$ cat config.mk
export PLATFORM = sky130hd
export DESIGN_NAME = univ_shift_reg
export DESIGN_NICKNAME = d
export VERILOG_FILES = /design/src/rtl/shift_reg_pkg.sv /design/src/rtl/univ_shift_reg_shift_step.sv /design/src/rtl/univ_shift_reg.sv
export SDC_FILE = /design/constraint.sdc
export NUM_CORES = 1
export LEC_CHECK = 0
export BUFFER_PORTS_ARGS = -buffer_cell sky130_fd_sc_hd__buf_2
export CORE_MARGIN = 5
export CORE_UTILIZATION = 40
export DETAILED_ROUTE_END_ITERATION = 6
export HOLD_SLACK_MARGIN = 0.15
export MAX_ROUTING_LAYER = met4
export PLACE_DENSITY = 0.7
export SLEW_MARGIN = 10
export SYNTH_ARGS = -nofsm -noshare
export SYNTH_HDL_FRONTEND = slang
export SYNTH_SLANG_ARGS = --single-unit
$ cat constraint.sdc
create_clock -name clk -period 3.8 [get_ports clk]
set_input_delay 0.19 -clock clk [delete_from_list [all_inputs] [get_ports clk]]
set_output_delay 0.19 -clock clk [all_outputs]
set_load 0.05 [all_outputs]
$ cat src/rtl/shift_reg_pkg.sv
// Shared encodings for the universal shift register: shift operations,
// shift directions and burst-engine FSM states.
package shift_reg_pkg;

  localparam logic [1:0] OP_LOGIC  = 2'b00;
  localparam logic [1:0] OP_ROTATE = 2'b01;
  localparam logic [1:0] OP_ARITH  = 2'b10;
  localparam logic [1:0] OP_HOLD   = 2'b11;

  localparam logic DIR_LEFT  = 1'b0;
  localparam logic DIR_RIGHT = 1'b1;

  typedef enum logic {
    IDLE = 1'b0,
    RUN  = 1'b1
  } state_e;

endpackage

$ cat src/rtl/univ_shift_reg_shift_step.sv
// Combinational single-step shifter: computes the register value after one
// shift of the requested operation and direction.
module shift_step
  import shift_reg_pkg::*;
#(
  parameter int WIDTH = 16
) (
  input  logic [WIDTH-1:0] value_i,
  input  logic [1:0]       op_i,
  input  logic             dir_i,
  input  logic             d_i,
  output logic [WIDTH-1:0] next_o
);

  // Select the shifted value; the reserved op code leaves the value untouched.
  always_comb begin
    next_o = value_i;
    case (op_i)
      OP_LOGIC: begin
        if (dir_i == DIR_RIGHT) next_o = {d_i, value_i[WIDTH-1:1]};
        else                    next_o = {value_i[WIDTH-2:0], d_i};
      end
      OP_ROTATE: begin
        if (dir_i == DIR_RIGHT) next_o = {value_i[0], value_i[WIDTH-1:1]};
        else                    next_o = {value_i[WIDTH-2:0], value_i[WIDTH-1]};
      end
      OP_ARITH: begin
        if (dir_i == DIR_RIGHT) next_o = {value_i[WIDTH-1], value_i[WIDTH-1:1]};
        else                    next_o = {value_i[WIDTH-2:0], 1'b0};
      end
      default: next_o = value_i;
    endcase
  end

endmodule

$ cat src/rtl/univ_shift_reg.sv
// Universal shift register: parallel load, free-running shift and a counted
// burst-shift engine.
//
// Burst handshake: the controller pulses start with a non-zero count while
// busy is low; busy stays high until the final shift edge, after which done
// is high for exactly one cycle. start is ignored while busy, a parallel
// load aborts a burst silently (no done), and en acts as a per-cycle
// advance qualifier during the burst. A zero count completes immediately
// with a done pulse and never raises busy.
module univ_shift_reg
  import shift_reg_pkg::*;
#(
  parameter int WIDTH = 16,
  parameter int CNT_W = $clog2(WIDTH + 1)
) (
  input  logic             clk,
  input  logic             reset,
  input  logic             en,
  input  logic             dir,
  input  logic [1:0]       op,
  input  logic             d,
  input  logic             load,
  input  logic [WIDTH-1:0] pdata,
  input  logic             start,
  input  logic [CNT_W-1:0] count,
  output logic [WIDTH-1:0] out,
  output logic             sout,
  output logic             busy,
  output logic             done
);

  state_e           state_q, state_d;
  logic [WIDTH-1:0] out_q, out_d;
  logic [CNT_W-1:0] rem_q, rem_d;
  logic [1:0]       op_q, op_d;
  logic             dir_q, dir_d;
  logic             done_q, done_d;

  logic [1:0]       step_op;
  logic             step_dir;
  logic [WIDTH-1:0] step_out;

  // A running burst uses the op/dir captured at start; otherwise the live ones.
  assign step_op  = (state_q == RUN) ? op_q  : op;
  assign step_dir = (state_q == RUN) ? dir_q : dir;

  shift_step #(
    .WIDTH (WIDTH)
  ) u_step (
    .value_i (out_q),
    .op_i    (step_op),
    .dir_i   (step_dir),
    .d_i     (d),
    .next_o  (step_out)
  );

  // Next-state logic: load beats burst control, which beats free-running shift.
  always_comb begin
    state_d = state_q;
    out_d   = out_q;
    rem_d   = rem_q;
    op_d    = op_q;
    dir_d   = dir_q;
    done_d  = 1'b0;
    if (load) begin
      out_d   = pdata;
      state_d = IDLE;
      rem_d   = '0;
    end else begin
      case (state_q)
        IDLE: begin
          if (start) begin
            if (count != '0) begin
              op_d    = op;
              dir_d   = dir;
              rem_d   = count;
              state_d = RUN;
            end else begin
              done_d = 1'b1;
            end
          end else if (en) begin
            out_d = step_out;
          end
        end
        RUN: begin
          if (en) begin
            out_d = step_out;
            if (rem_q == CNT_W'(1)) begin
              rem_d   = '0;
              state_d = IDLE;
              done_d  = 1'b1;
            end else begin
              rem_d = rem_q - CNT_W'(1);
            end
          end
        end
        default: state_d = IDLE;
      endcase
    end
  end

  // State registers; reset clears everything immediately.
  always_ff @(posedge clk or posedge reset) begin
    if (reset) begin
      state_q <= IDLE;
      out_q   <= '0;
      rem_q   <= '0;
      op_q    <= OP_LOGIC;
      dir_q   <= DIR_LEFT;
      done_q  <= 1'b0;
    end else begin
      state_q <= state_d;
      out_q   <= out_d;
      rem_q   <= rem_d;
      op_q    <= op_d;
      dir_q   <= dir_d;
      done_q  <= done_d;
    end
  end

  assign out  = out_q;
  assign busy = (state_q == RUN);
  assign done = done_q;
  assign sout = (dir == DIR_RIGHT) ? out_q[0] : out_q[WIDTH-1];

endmodule

# Word-level counts from Yosys, hierarchy flattened
# Index checks and enable logic that the tools add are counted.
[classes]
add_sub_neg = 1
n_eq_ne = 7
mux = 29
n_bitwise = 2
reduce_logical = 4
[ops]
columns = ["op", "count"]
rows = [
  ["16-bit 2-to-1 mux", 6],
  ["16-bit one-hot mux with 3 select lines", 1],
  ["16-bit one-hot mux with 2 select lines", 1],
  ["5-bit 2-to-1 mux", 5],
  ["1-bit 2-to-1 mux", 12],
  ["3-bit != test, second input constant", 4],
  ["5-bit one-hot mux with 2 select lines", 1],
  ["5-bit by 1-bit equality test with 1-bit output, second input constant", 1],
  ["5-bit nonzero test", 1],
  ["5-bit by 1-bit subtractor with 5-bit output, second input constant", 1],
  ["1-bit one-hot mux with 2 select lines", 2],
  ["4-bit AND reduction", 1],
  ["3-bit AND reduction", 1],
  ["2-bit by 1-bit equality test with 1-bit output, second input constant", 1],
  ["2-bit equality test, second input constant", 1],
  ["2-bit logical NOT", 1],
  ["2-bit 2-to-1 mux", 1],
  ["1-bit NOT", 2],
]
[word_totals]
register_bits = 26
inputBits = 30
out_inout_bits = 19
word_cells = 49

# Longest topological paths before layout
[depth]
ltp_word = 7
mapped_depth = 8
depth_no_buf = 7

# By module
# A second synthesis with hierarchy kept.
[hier_totals]
hier_cells = 195
hier_area_um2 = 1819.2
[modules_own_cells]
columns = ["module", "n_inst", "cells_per_inst", "area_per_inst_um2", "seq_area_each_um2"]
rows = [
  ["univ_shift_reg", 1, 133, 1430.1, 650.6],
  ["shift_step", 1, 62, 389.1, 0.0],
]

# Least setup slack after synthesis
# Ideal clock, no wire load.
[synth_path]
path_kind = "register to register"
startpoint = "register state_q (netlist: busy)"
endpoint = "register out_q[15] (netlist: out[15])"
setup_time_ps = 131
arrival_ps = 2326
path_slack_ps = 1343
stages_incl_launch_ff = 9
n_path_buf = 2
path_cell_list = "dfrtp_1 > buf_2 > mux2i_1 > inv_1 > ha_1 > o311a_4 > buf_2 > a211oi_2 > a21oi_2"
[synth_via]
elab_chain_len = 7
elab_cells_between_ends = 15
[synth_rtl]
columns = ["element", "line", "rtl"]
rows = [
  ["start: declaration", "univ_shift_reg.sv:32", "state_e state_q, state_d;"],
  ["start signal: assignment", "univ_shift_reg.sv:112", "state_q <= state_d;"],
  ["2-bit 2-to-1 mux or 1-bit 2-to-1 mux (tied branches)", "univ_shift_reg.sv:44, univ_shift_reg.sv:45", ""],
  ["2-bit equality test (tied with other cells)", "univ_shift_reg_shift_step.sv:18", "case (op_i)"],
  ["16-bit one-hot mux with 3 select lines", "univ_shift_reg_shift_step.sv:18", ""],
  ["16-bit 2-to-1 mux", "univ_shift_reg.sv:81, univ_shift_reg.sv:86", ""],
  ["16-bit 2-to-1 mux", "univ_shift_reg.sv:72", "if (start) begin"],
  ["16-bit one-hot mux with 2 select lines", "univ_shift_reg.sv:70", "case (state_q)"],
  ["16-bit 2-to-1 mux", "univ_shift_reg.sv:65", "if (load) begin"],
  ["end signal: assignment", "univ_shift_reg.sv:113", "out_q <= out_d;"],
  ["end: declaration", "univ_shift_reg.sv:33", "logic [WIDTH-1:0] out_q, out_d;"],
]
# Several ways; a longest one is shown, not always the timed one. The select of a mux whose other input is x is not followed.
# A chain may end at the register's enable or synchronous reset.

# Worst setup path in the final report
# Same ends and word-level chain as after synthesis.

==> metrics.log <==
[metrics] outcome: complete, no violations
[metrics] half-perimeter wire length after placement: 3040 um
[metrics] number of synthesized flops with an enable pin: 0
[metrics] post-place setup slack: 1.30 ns
[metrics] routed via count divided by cell count: 5.42
[metrics] internal power: 0.000547 W
[metrics] category of the critical setup timing path: reg2reg
[metrics] post-CTS setup buffers: 0
[metrics] Antenna Nets Post-Route: 0
[metrics] final count of negative-setup-slack endpoints: 0
[metrics] count of clock tree sinks: 26
[metrics] actual transition at the worst max-transition pin: 0.993 ns
[metrics] largest cells by area after synthesis: dfrtp_1 37%, a211oi_2 6.4%, nor2b_1 4.9%, o21ai_0 4.8%, o21ai_1 4.5%
[metrics] Static Leak: 0.971 nW
[metrics] sequential cell fraction of total power: 0.391
[metrics] number of distinct library cells after synthesis: 41
[metrics] crit-path max cell delay: 0.80 ns
[metrics] fraction of power spent switching nets: 0.423
[metrics] worst setup margin: 1.29 ns
[metrics] core region area: 4320 um^2
[metrics] number of nets in the final layout: 278
[metrics] final-layout fill cell count: 418
[metrics] sequential cell area fraction in the yosys report: 0.367
[metrics] capturing point of the worst reg2reg path: out[15]
[metrics] starting utilization of the core area: 0.410
[metrics] CP endpoint kind: flip-flop
[metrics] top-level I/O count: 49
[metrics] maximum achievable frequency: 399 MHz
[metrics] final critical-path share of the clock period: 0.660
[metrics] largest net degree at the start of global routing: 34
[metrics] switching power summed over all nets: 0.000400 W
[metrics] share of post-route cells with drive strength above 1: 0.302
[metrics] Die Outline Area: 5860 um^2
[metrics] Hold/Removal Path Class: in2async
[metrics] synthesis-stage register bit count: 26
[metrics] RSZ-0062 raised after global routing: false
[metrics] residual overflow from global routing: 0
[metrics] H-tree lvl count: 1
[metrics] Clock power frac: 0.199
[metrics] power density over cell area: 428 nW/um^2
[metrics] warnings from Yosys: 0
[metrics] cell-by-cell trace of the critical path: mux2i_1 > inv_1 > ha_1 > o311ai_4 > mux2i_2 > a21oi_2
[metrics] post-synth design cell area: 1770 um^2
[metrics] clock skew after layout: 0.00636 ns
[metrics] Die H: 76.6 um
[metrics] Area growth syn-to-layout: 24.8%
[metrics] number of antenna repair diodes: 0
[metrics] Register-to-Register Setup Slack: 1.29 ns
[metrics] number of buffers inserted during clock tree synthesis: 3
[metrics] combinational power share: 0.410
[metrics] Post-Syn Area per Cell: 9.63 um^2
[metrics] number of nets in the synthesized netlist: 219
[metrics] clock network latency to the later pin of the worst-skew pair: 0.28 ns
[metrics] critical path required time: 4.01 ns
[metrics] worst rel slew slack: 0.324
[metrics] total routing usage reported by global routing: 0.156
[metrics] first-pass GRT wire length: 7500 um
[metrics] detailed-route wire length per cell: 15.1 um
[metrics] drt initial violations: 49
[metrics] Longest Clk Path Bufs: 2
[metrics] detailed-router iteration count before antenna repair: 4
[metrics] Final Wtd Congestion: 0.787
[metrics] predominant post-synthesis flop cell: dfrtp_1
[metrics] type of origin of the critical path: flip-flop
[metrics] number of antenna violations at the first check in global routing: 0
[metrics] share of flip-flops with an asynchronous set or reset after synthesis: 1.00
[metrics] Reg2Reg Launch Point: busy
[metrics] buffer cell driving the clock tree root: clkbuf_8
[metrics] Via Count: 1593
[metrics] highest-delay cell along the critical path: o311ai_4
[metrics] final hold slack: 0.130 ns
[metrics] shortest clock period the worst path allows after layout: 2.51 ns
[metrics] final wirelength: 4430 um
[metrics] via count of the first global-routing pass: 1607
[metrics] Worst Reg2Reg Path Length in Cells: 6
[metrics] DIE WIDTH: 76.6 um
[metrics] clock tree from TritonCTS: yes
[metrics] Hold Fails Final Rpt: 0
[metrics] instance count of the mapped netlist: 184
[metrics] maximum vdd ir drop: 0.237 mV
[metrics] Max Cap Viol: 0
[metrics] leading area contributor after synthesis: dfrtp_1
[metrics] number of core rows: 24
[metrics] clock edge transition at the registers on the reported setup and hold paths: 0.10 ns
[metrics] Max Transition Viols Final: 0
[metrics] post-route setup TNS: 0 ns
[metrics] Max Fanout on Critical Path: 16
[metrics] count of input and output buffers: 48
[metrics] drt drc: 0
[metrics] area share of the leading cell type in the synthesized netlist: 0.367
[metrics] Critical Path AT: 2.72 ns
## worst max-delay path by stage
stage,start,to,cells past startpoint
floorplan,busy,out[15],8
global placement,busy,out[15],6
detailed placement,busy,out[15],6
CTS,busy,out[15],6
global route,busy,out[15],6
finish,busy,out[15],6
## flip-flops by register name, summed over array words and instances, names as in the netlist
| signal | count |
|---|---|
| dir_q | 1 |
| done | 1 |
| rem_q | 5 |
| out | 16 |
| busy | 1 |
| op_q | 2 |
## critical path, delay by kind of cell (launching register included)
family	cells	cell delay, ns
compound gates	2	0.96
flops	1	0.64
buf+inv	1	0.07
mux	2	0.49
fa+ha+maj	1	0.27
## cell type report
class | count | area (um^2) | area share
Tap cell | 52 | 65.1 | 0.0294
Clock buffer | 4 | 55.1 | 0.0249
Sequential cell | 26 | 651 | 0.294
Inverter | 6 | 22.5 | 0.0102
Multi-Input combinational cell | 142 | 1020 | 0.460
Timing Repair Buffer | 64 | 400 | 0.181
## power groups by stage
stage,Sequential [W],Clock [W],Combinational [W]
floorplan,0.000455,0,0.000218
global placement,0.000375,0,0.000373
detailed placement,0.000375,0,0.000378
CTS,0.000370,0.000196,0.000392
global route,0.000376,0.000203,0.000424
finish,0.000370,0.000189,0.000389
## cells in the mapped netlist, types with 5 or more instances
cell type,number
a211oi_2,9
nand2b_1,5
buf_2,5
o21ai_1,16
and2_1,5
a211oi_1,9
nor2b_1,14
dfrtp_1,26
a21oi_1,5
nand2_1,18
inv_1,5
ha_1,5
o21ai_0,17
## logic make-up after synthesis
group                    count (synthesis)  share of synthesized area
AO/OA/AOI/OAI                           68                      0.282
buffers and inverters                   16                     0.0636
AND/OR/NAND/NOR                         60                      0.193
flip-flops                              26                      0.367
adder cells (fa/ha/maj)                  5                     0.0353
multiplexers                             9                     0.0579
## per-layer routing
layer,global-route usage,vias to the layer above,routed length (um)
li1,-,784,-
met1,0.208,763,2090
met2,0.246,42,2120
met3,0.0390,4,200
met4,0.0245,0,25
met5,-,-,0
## cell usage in the layout, fill, tap and decap left out, types with 2 or more instances in the layout
cell and count:
a211o_1 2, a211oi_1 9, a211oi_2 9, a21oi_1 5, and2_1 5, buf_2 48, clkbuf_8 4, dfrtp_1 26
dlygate4sd3_1 16, ha_1 5, inv_1 5, mux2_1 3, mux2i_1 3, nand2_1 18, nand2b_1 5, nand3_1 4
nor2_1 4, nor2b_1 14, nor3_2 2, o21ai_0 17, o21ai_1 16, o31ai_1 2
## per-stage QoR
stage	cells	instance area (um^2)	utilization	power, W
after floorplan	184	1770	-	0.000673
after global placement	274	2000	0.462	0.000747
after detailed placement	274	2000	0.462	0.000753
after CTS	294	2210	0.511	0.000958
after global routing	294	2210	0.511	0.00100
final	294	2210	0.511	0.000947
## timing repair
item	CTS	global route
hold endpoints to repair	16	0
gates resized for setup	0	0
setup endpoints to repair	0	0
hold buffers	16	0
(Power assumes the default switching activity.)
